$ cat src/rtl/line_memory_responder.sv
// line_memory_responder
//
// Front-end for the cache's line-wide backing memory. One request is accepted
// at a time. The responder waits LATENCY cycles to model main-memory latency,
// then drives one port of an external dual-port line RAM for a single cycle.
// The RAM has a registered read, so read data is captured one cycle later.
// The completed transaction is then returned on the response channel.
//
// Ports
//   clk, reset            single clock; asynchronous active-high reset
//   req_valid/req_ready   request handshake
//   req_write             1 = write line, 0 = read line
//   req_addr, req_data    line address and write data
//   resp_valid/ready      response handshake
//   resp_write            echo of the transaction type (1 = write ack)
//   resp_data             read data; all zeros for write acks
//   mem_addr, mem_data_in address and write data to the RAM port
//   mem_we                RAM write enable, high only in the ACCESS cycle
//   mem_data_out          RAM read data, valid the cycle after the address
//
// state  | meaning
// IDLE   | ready for a request
// WAIT   | counting down the modelled memory latency
// ACCESS | RAM port access; write enable asserted for writes
// READ   | RAM read data arrives and is captured
// RESP   | response held until the requester accepts it

module line_memory_responder #(
  parameter int N             = 32,
  parameter int WORDSPERLINE  = 2,
  parameter int ADDRESS_WIDTH = 10,
  parameter int LATENCY       = 4
) (
  input  logic                                clk,
  input  logic                                reset,
  input  logic                                req_valid,
  output logic                                req_ready,
  input  logic                                req_write,
  input  logic [ADDRESS_WIDTH-1:0]            req_addr,
  input  logic [WORDSPERLINE-1:0][N-1:0]      req_data,
  output logic                                resp_valid,
  input  logic                                resp_ready,
  output logic                                resp_write,
  output logic [WORDSPERLINE-1:0][N-1:0]      resp_data,
  output logic [ADDRESS_WIDTH-1:0]            mem_addr,
  output logic [WORDSPERLINE-1:0][N-1:0]      mem_data_in,
  output logic                                mem_we,
  input  logic [WORDSPERLINE-1:0][N-1:0]      mem_data_out
);

  // The counter must hold LATENCY itself, and it is never narrower than one bit.
  localparam int CW = (LATENCY < 1) ? 1 : $clog2(LATENCY + 1);
  localparam logic [CW-1:0] CNT_LOAD = CW'(LATENCY);
  localparam logic [CW-1:0] CNT_ONE  = CW'(1);

  typedef enum logic [2:0] {
    S_IDLE,
    S_WAIT,
    S_ACCESS,
    S_READ,
    S_RESP
  } state_t;

  typedef logic [WORDSPERLINE-1:0][N-1:0] line_t;

  state_t                   state_q, state_d;
  logic [CW-1:0]            cnt_q, cnt_d;
  logic [ADDRESS_WIDTH-1:0] addr_q, addr_d;
  line_t                    data_q, data_d;
  logic                     write_q, write_d;
  logic                     req_ready_q, req_ready_d;
  logic                     resp_valid_q, resp_valid_d;
  logic                     resp_write_q, resp_write_d;
  line_t                    resp_data_q, resp_data_d;
  logic                     mem_we_q, mem_we_d;

  always_comb begin
    state_d      = state_q;
    cnt_d        = cnt_q;
    addr_d       = addr_q;
    data_d       = data_q;
    write_d      = write_q;
    req_ready_d  = req_ready_q;
    resp_valid_d = resp_valid_q;
    resp_write_d = resp_write_q;
    resp_data_d  = resp_data_q;
    mem_we_d     = 1'b0;

    case (state_q)
      S_IDLE: begin
        if (req_valid && req_ready_q) begin
          addr_d      = req_addr;
          data_d      = req_data;
          write_d     = req_write;
          req_ready_d = 1'b0;
          // With no latency to model, go straight to the RAM access.
          if (LATENCY == 0) begin
            state_d  = S_ACCESS;
            mem_we_d = req_write;
          end else begin
            state_d = S_WAIT;
            cnt_d   = CNT_LOAD;
          end
        end
      end

      S_WAIT: begin
        cnt_d = cnt_q - CNT_ONE;
        // Leaving on a count of 1 makes WAIT last exactly LATENCY cycles.
        // A count of 0 cannot occur here; it is treated the same way so the
        // FSM can never stall in WAIT.
        if (cnt_q <= CNT_ONE) begin
          cnt_d    = '0;
          state_d  = S_ACCESS;
          mem_we_d = write_q;
        end
      end

      S_ACCESS: begin
        if (write_q) begin
          state_d      = S_RESP;
          resp_valid_d = 1'b1;
          resp_write_d = 1'b1;
          resp_data_d  = '0;
        end else begin
          state_d = S_READ;
        end
      end

      S_READ: begin
        // The RAM has sampled the address at the end of ACCESS, so its
        // output is valid during this cycle.
        resp_data_d  = mem_data_out;
        resp_write_d = 1'b0;
        resp_valid_d = 1'b1;
        state_d      = S_RESP;
      end

      S_RESP: begin
        if (resp_ready) begin
          state_d      = S_IDLE;
          resp_valid_d = 1'b0;
          req_ready_d  = 1'b1;
        end
      end

      default: begin
        state_d      = S_IDLE;
        req_ready_d  = 1'b1;
        resp_valid_d = 1'b0;
      end
    endcase
  end

  // The async reset also clears mem_we, so a write caught by reset is dropped.
  always_ff @(posedge clk or posedge reset) begin
    if (reset) begin
      state_q      <= S_IDLE;
      cnt_q        <= '0;
      addr_q       <= '0;
      data_q       <= '0;
      write_q      <= 1'b0;
      req_ready_q  <= 1'b1;
      resp_valid_q <= 1'b0;
      resp_write_q <= 1'b0;
      resp_data_q  <= '0;
      mem_we_q     <= 1'b0;
    end else begin
      state_q      <= state_d;
      cnt_q        <= cnt_d;
      addr_q       <= addr_d;
      data_q       <= data_d;
      write_q      <= write_d;
      req_ready_q  <= req_ready_d;
      resp_valid_q <= resp_valid_d;
      resp_write_q <= resp_write_d;
      resp_data_q  <= resp_data_d;
      mem_we_q     <= mem_we_d;
    end
  end

  assign req_ready   = req_ready_q;
  assign resp_valid  = resp_valid_q;
  assign resp_write  = resp_write_q;
  assign resp_data   = resp_data_q;
  assign mem_addr    = addr_q;
  assign mem_data_in = data_q;
  assign mem_we      = mem_we_q;

endmodule

$ cat config.mk
export PLATFORM = sky130hd
export DESIGN_NAME = line_memory_responder
export DESIGN_NICKNAME = d
export VERILOG_FILES = /design/src/rtl/line_memory_responder.sv
export SDC_FILE = /design/constraint.sdc
export NUM_CORES = 1
export LEC_CHECK = 0
export BUFFER_PORTS_ARGS = -buffer_cell sky130_fd_sc_hd__buf_4
export CELL_PAD_IN_SITES_DETAIL_PLACEMENT = 1
export CELL_PAD_IN_SITES_GLOBAL_PLACEMENT = 1
export CORE_MARGIN = 2
export CORE_UTILIZATION = 38
export DETAILED_ROUTE_END_ITERATION = 7
export HOLD_SLACK_MARGIN = 0.06
export PLACE_DENSITY_LB_ADDON = 0.2
export SYNTH_ARGS = -nofsm -noshare
export SYNTH_HDL_FRONTEND = slang
export SYNTH_SLANG_ARGS = --single-unit
$ cat constraint.sdc
create_clock -name clk -period 7.55 [get_ports clk]
set_input_delay 0.755 -clock clk [delete_from_list [all_inputs] [get_ports clk]]
set_output_delay 0.755 -clock clk [all_outputs]
set_load 0.005 [all_outputs]
# --- Word level (Yosys, flattened, before mapping) ---
# Index checks and enable logic that the tools add are counted.
word_totals:
  regBits: 149
  input_bits: 143
  out_inout_bits: 142
  word_cells: 55
classes:
  addsub: 1
  n_lt_le_gt_ge: 1
  eq_ne: 8
  muxes: 19
  bitwise_logic: 2
  reduce_logical: 12
op_table:
  columns: ["cell", "n"]
  rows:
  - ["$pmux 64 s2", 1]
  - ["$mux 64", 1]
  - ["$mux 3", 6]
  - ["$pmux 3 s5", 1]
  - ["$reduce_and 3->1", 3]
  - ["$ne 2x2->1 const B", 4]
  - ["$eq 3x2->1 const B", 2]
  - ["$mux 1", 6]
  - ["$pmux 3 s2", 1]
  - ["$reduce_and 2->1", 3]
  - ["$pmux 1 s4", 1]
  - ["$reduce_bool 2->1", 2]
  - ["$eq 3x1->1 const B", 1]
  - ["$eq 3x3->1 const B", 1]
  - ["$le 3x1->1 const B", 1]
  - ["$logic_not 3->1", 1]
  - ["$pmux 1 s3", 1]
  - ["$reduce_or 3->1", 1]
  - ["$sub 3x1->3 const B", 1]
  - ["$not 1->1", 2]
  - ["$pmux 1 s2", 1]
  - ["$reduce_or 2->1", 1]
  - ["$logic_and 1x1->1", 1]

# --- Longest topological paths before layout ---
logic_depth:
  word_depth: 4
  mapped_depth: 6
  ltp_nobuf: 5

# --- Least setup slack after synthesis ---
# OpenSTA, ideal clock, no wires.
synth_timing:
  kind: "input to register"
  from: "in req_valid"
  to: "reg data_q, in the netlist mem_data_in[35]"
  setup_time_ns: 0.125
  t_arrival_ns: 1.751
  required_time_ns: 7.425
  path_slack_ns: 5.674
  stages: 6
  n_path_buf: 3
  path_cell_list: "nor2b_1 -> and3_1 -> buf_2 -> buf_6 -> buf_6 -> mux2_4"
synth_between:
  elab_chain_len: 2
synth_rtl:
  columns: ["item", "line_no", "source"]
  rows:
  - ["start: declaration", "36", "input logic req_valid,"]
  - ["$logic_and 1x1->1", "91", "if (req_valid && req_ready_q) begin"]
  - ["$reduce_and 2->1 (no source line)", null, null]
  - ["end signal: assignment", "172", "data_q <= data_d;"]
  - ["end: declaration", "69", "line_t data_q, data_d;"]
# No other way between the ends.
# A chain may end at the register's enable or synchronous reset.

# --- Worst setup path in the final report ---
layout_timing:
  from: "reg state_q[0]"
  to: "reg addr_q[4], in the netlist mem_addr[4]"
layout_between:
  elab_chain_len: 2
layout_rtl:
  columns: ["item", "line_no", "source"]
  rows:
  - ["start: declaration", "66", "state_t state_q, state_d;"]
  - ["start signal: assignment", "169", "state_q <= state_d;"]
  - ["$logic_not 3->1", "89", "case (state_q)"]
  - ["$reduce_and 2->1 (no source line)", null, null]
  - ["end signal: assignment", "171", "addr_q <= addr_d;"]
  - ["end: declaration", "68", "logic [ADDRESS_WIDTH-1:0] addr_q, addr_d;"]
# No other way between the ends.

==> metrics.md <==
| Metric | Value |
|---|---|
| Status | `finished clean` |
| Psw | `0.961 mW` |
| Worst-path clk slew | `0.06 ns` |
| Setup violators final | `0` |
| Most common cell after layout, fill and taps aside | `buf_4` |
| # Post-CTS Setup Buffers | `0` |
| CTS max path bufs | `2` |
| Slew headroom | `25.2%` |
| Share of layout cells above drive strength 1 | `61.8%` |
| Switching part of the total | `28.2%` |
| Final core utilization | `59.0%` |
| CP Capture Type | `register` |
| CTS buffer count | `17` |
| CORE AREA | `14400 um2` |
| Final TNS setup | `0 ns` |
| Clk pwr share | `26.7%` |
| Hold buffer count at cts | `0` |
| Avg WL per Cell | `20.3 um` |
| Power per cell area | `400 nW/um2` |
| Vias in the first global route | `4664` |
| Register Area | `3730 um2` |
| LEAKAGE | `4.37 nW` |
| CTS Sinks | `149` |
| Synth unique cells | `27` |
| Yosys reg bits | `149` |
| PnR Total Power | `3.40 mW` |
| Flop pwr share | `39.4%` |
| Initial antenna violation count | `0` |
| Post-place instance area | `7860 um2` |
| Ys Warns | `0` |
| Worst Path Required | `7.85 ns` |
| Post-Syn Instances | `353` |
| Via density | `5.00` |
| Skew-Pair Late Insertion Delay | `0.41 ns` |
| Most frequent cells in the layout | `buf_4 (288), dfrtp_1 (148), a22o_1 (65), mux2_2 (58)` |
| Die Width | `125 um` |
| Max Cap Viol | `0` |
| Routed via count | `4173` |
| Routability cong. | `0.803` |
| Initial DRC Count | `163` |
| Congestion Overflow GR | `0` |
| Post-DP HPWL | `12000 um` |
| Gate power share | `33.9%` |
| Startpoint types | `register` |
| Syn Area/Cell | `15.8 um2` |
| Post-synthesis sequential area ratio | `66.8%` |
| Tmin final | `2.35 ns` |
| Antenna diode count | `0` |
| GRT Overall Usage | `21.8%` |
| Area Growth Syn to Fin | `52.4%` |
| Die height | `125 um` |
| IO Port Bufs | `284` |
| Worst hold margin | `0.500 ns` |
| DRT Wirelength | `17000 um` |
| CP Max Fanout | `78` |
| R2r setup slk | `5.20 ns` |
| Final Max Slew Viols | `0` |
| Post-CTS resize count | `0` |
| Cell-internal power | `2.44 mW` |
| Peak supply drop | `0.174 mV` |
| Post-route cell area | `8510 um2` |
| First-pass GRT wire length | `26500 um` |
| Root Driver | `clkbuf_16` |
| Starting density of the core | `38.7%` |
| Net Count, Synth | `498` |
| Final net count | `782` |
| Fillers | `1450` |
| Actual slew at the worst max-slew pin | `1.12 ns` |
| Tcrit/Tclk final | `31.1%` |
| RSZ-0062 raised after global routing | `no` |
| 1st-pass router iterations | `4` |
| Post-Syn Area | `5580 um2` |
| CTS tree | `built` |
| Hold Path Class | `register to register` |
| Post-DRT Antenna Nets | `0` |
| Multi-input gate area | `1730 um2` |
| Final setup skew | `0.00728 ns` |
| DRC viols | `0` |
| Ports | `285` |
| Worst EP arrival | `2.65 ns` |
| Critical path type | `register to register` |
| Rows | `44` |
| Htree depth | `4` |
| Fmax | `0.426 GHz` |
| DIE AREA | `15700 um2` |
| Final Hold Viols | `0` |
| Largest net degree at the start of global routing | `105` |
power groups by stage:
stage | combinational [mW] | clock, mW | sequential, mW
after floorplan | 0.480 | 0 | 1.33
after global placement | 1.12 | 0 | 1.33
after detailed placement | 1.16 | 0 | 1.35
after CTS | 1.17 | 0.930 | 1.34
after global routing | 1.24 | 0.959 | 1.39
final | 1.15 | 0.909 | 1.34
stage by stage:
| step | cells | setup slack [ns] |
|---|---|---|
| after detailed placement | 802 | 4.94 |
| final | 834 | 5.20 |
| after global routing | 834 | 5.08 |
| after CTS | 834 | 5.23 |
| after global placement | 802 | 4.99 |
| after floorplan | 353 | 2.79 |
worst max-delay path: stages, from the launching register on:
cell     delay, ns
dfrtp_1       0.48
nor2_1        0.22
and3_4        0.21
buf_4         0.82
mux2_2        0.42
Yosys cell counts:
library cell  count  share of area [%]
a211o_1           1               0.16
a21oi_1           2               0.18
a22o_1           65                 10
a32oi_1           1               0.16
and2_1            1               0.11
and3_1            2               0.22
and4b_1           1               0.18
buf_2            19                1.7
buf_6             3               0.61
clkbuf_1          1              0.067
dfrtp_1         148                 66
dfstp_2           1               0.47
ha_1              2               0.45
inv_1             3               0.20
mux2_2           58                 12
mux2_4           17                4.6
nand2_1           7               0.47
nor2_1            6               0.40
nor2b_1           3               0.34
nor3_1            1              0.090
nor3b_1           1               0.13
o21a_1            2               0.27
o21ai_0           4               0.36
o21ba_2           1               0.18
o22ai_1           1               0.11
o32ai_1           1               0.16
or3b_2            1               0.16
per-layer routing:
metal	vias to the layer above	global-route usage [%]	routed length, um
li1	1866	-	-
met1	2121	25.5	6750
met2	157	38.1	8800
met3	29	5.73	964
met4	0	9.02	438
met5	-	0	0
final timing paths:
check / start / to / cells past startpoint
worst min register to register: resp_data[13] / resp_data[13] / 1
worst max-delay path: state_q[0] / mem_addr[4] / 4
min in group asynchronous: reset / resp_data[19] / 2
worst min-delay path: resp_data[13] / resp_data[13] / 1
max in group asynchronous: reset / mem_data_in[12] / 3
worst max register to register: state_q[0] / mem_addr[4] / 4
cell families (layout without fill, tap and decap cells):
| family | after synthesis | count (layout) | share of synthesized area (%) |
|---|---|---|---|
| DFF | 149 | 149 | 66.8 |
| AOI/OAI and AO/OA | 78 | 78 | 11.8 |
| muxes | 75 | 75 | 16.3 |
| buffers and inverters | 26 | 323 | 2.58 |
| and+or+nand+nor | 23 | 23 | 2.11 |
| adders and majority gates | 2 | 2 | 0.448 |
final cells by class:
class                      instances  share of cell area [%]
sequential                       149                    43.9
timing repair buffer             288                    25.4
multi-input combinational        178                    20.3
clock buffer                      20                    5.49
tap                              184                    2.71
clock inverter                    12                    2.06
inverter                           3                   0.191
sequential cells by signal, summed over array words and instances, names as in the netlist, 3 cells and up:
signal       cells
mem_data_in     64
state_q          3
mem_addr        10
cnt_q            3
resp_data       64
No activity file was read; power rests on OpenSTA's default activity.
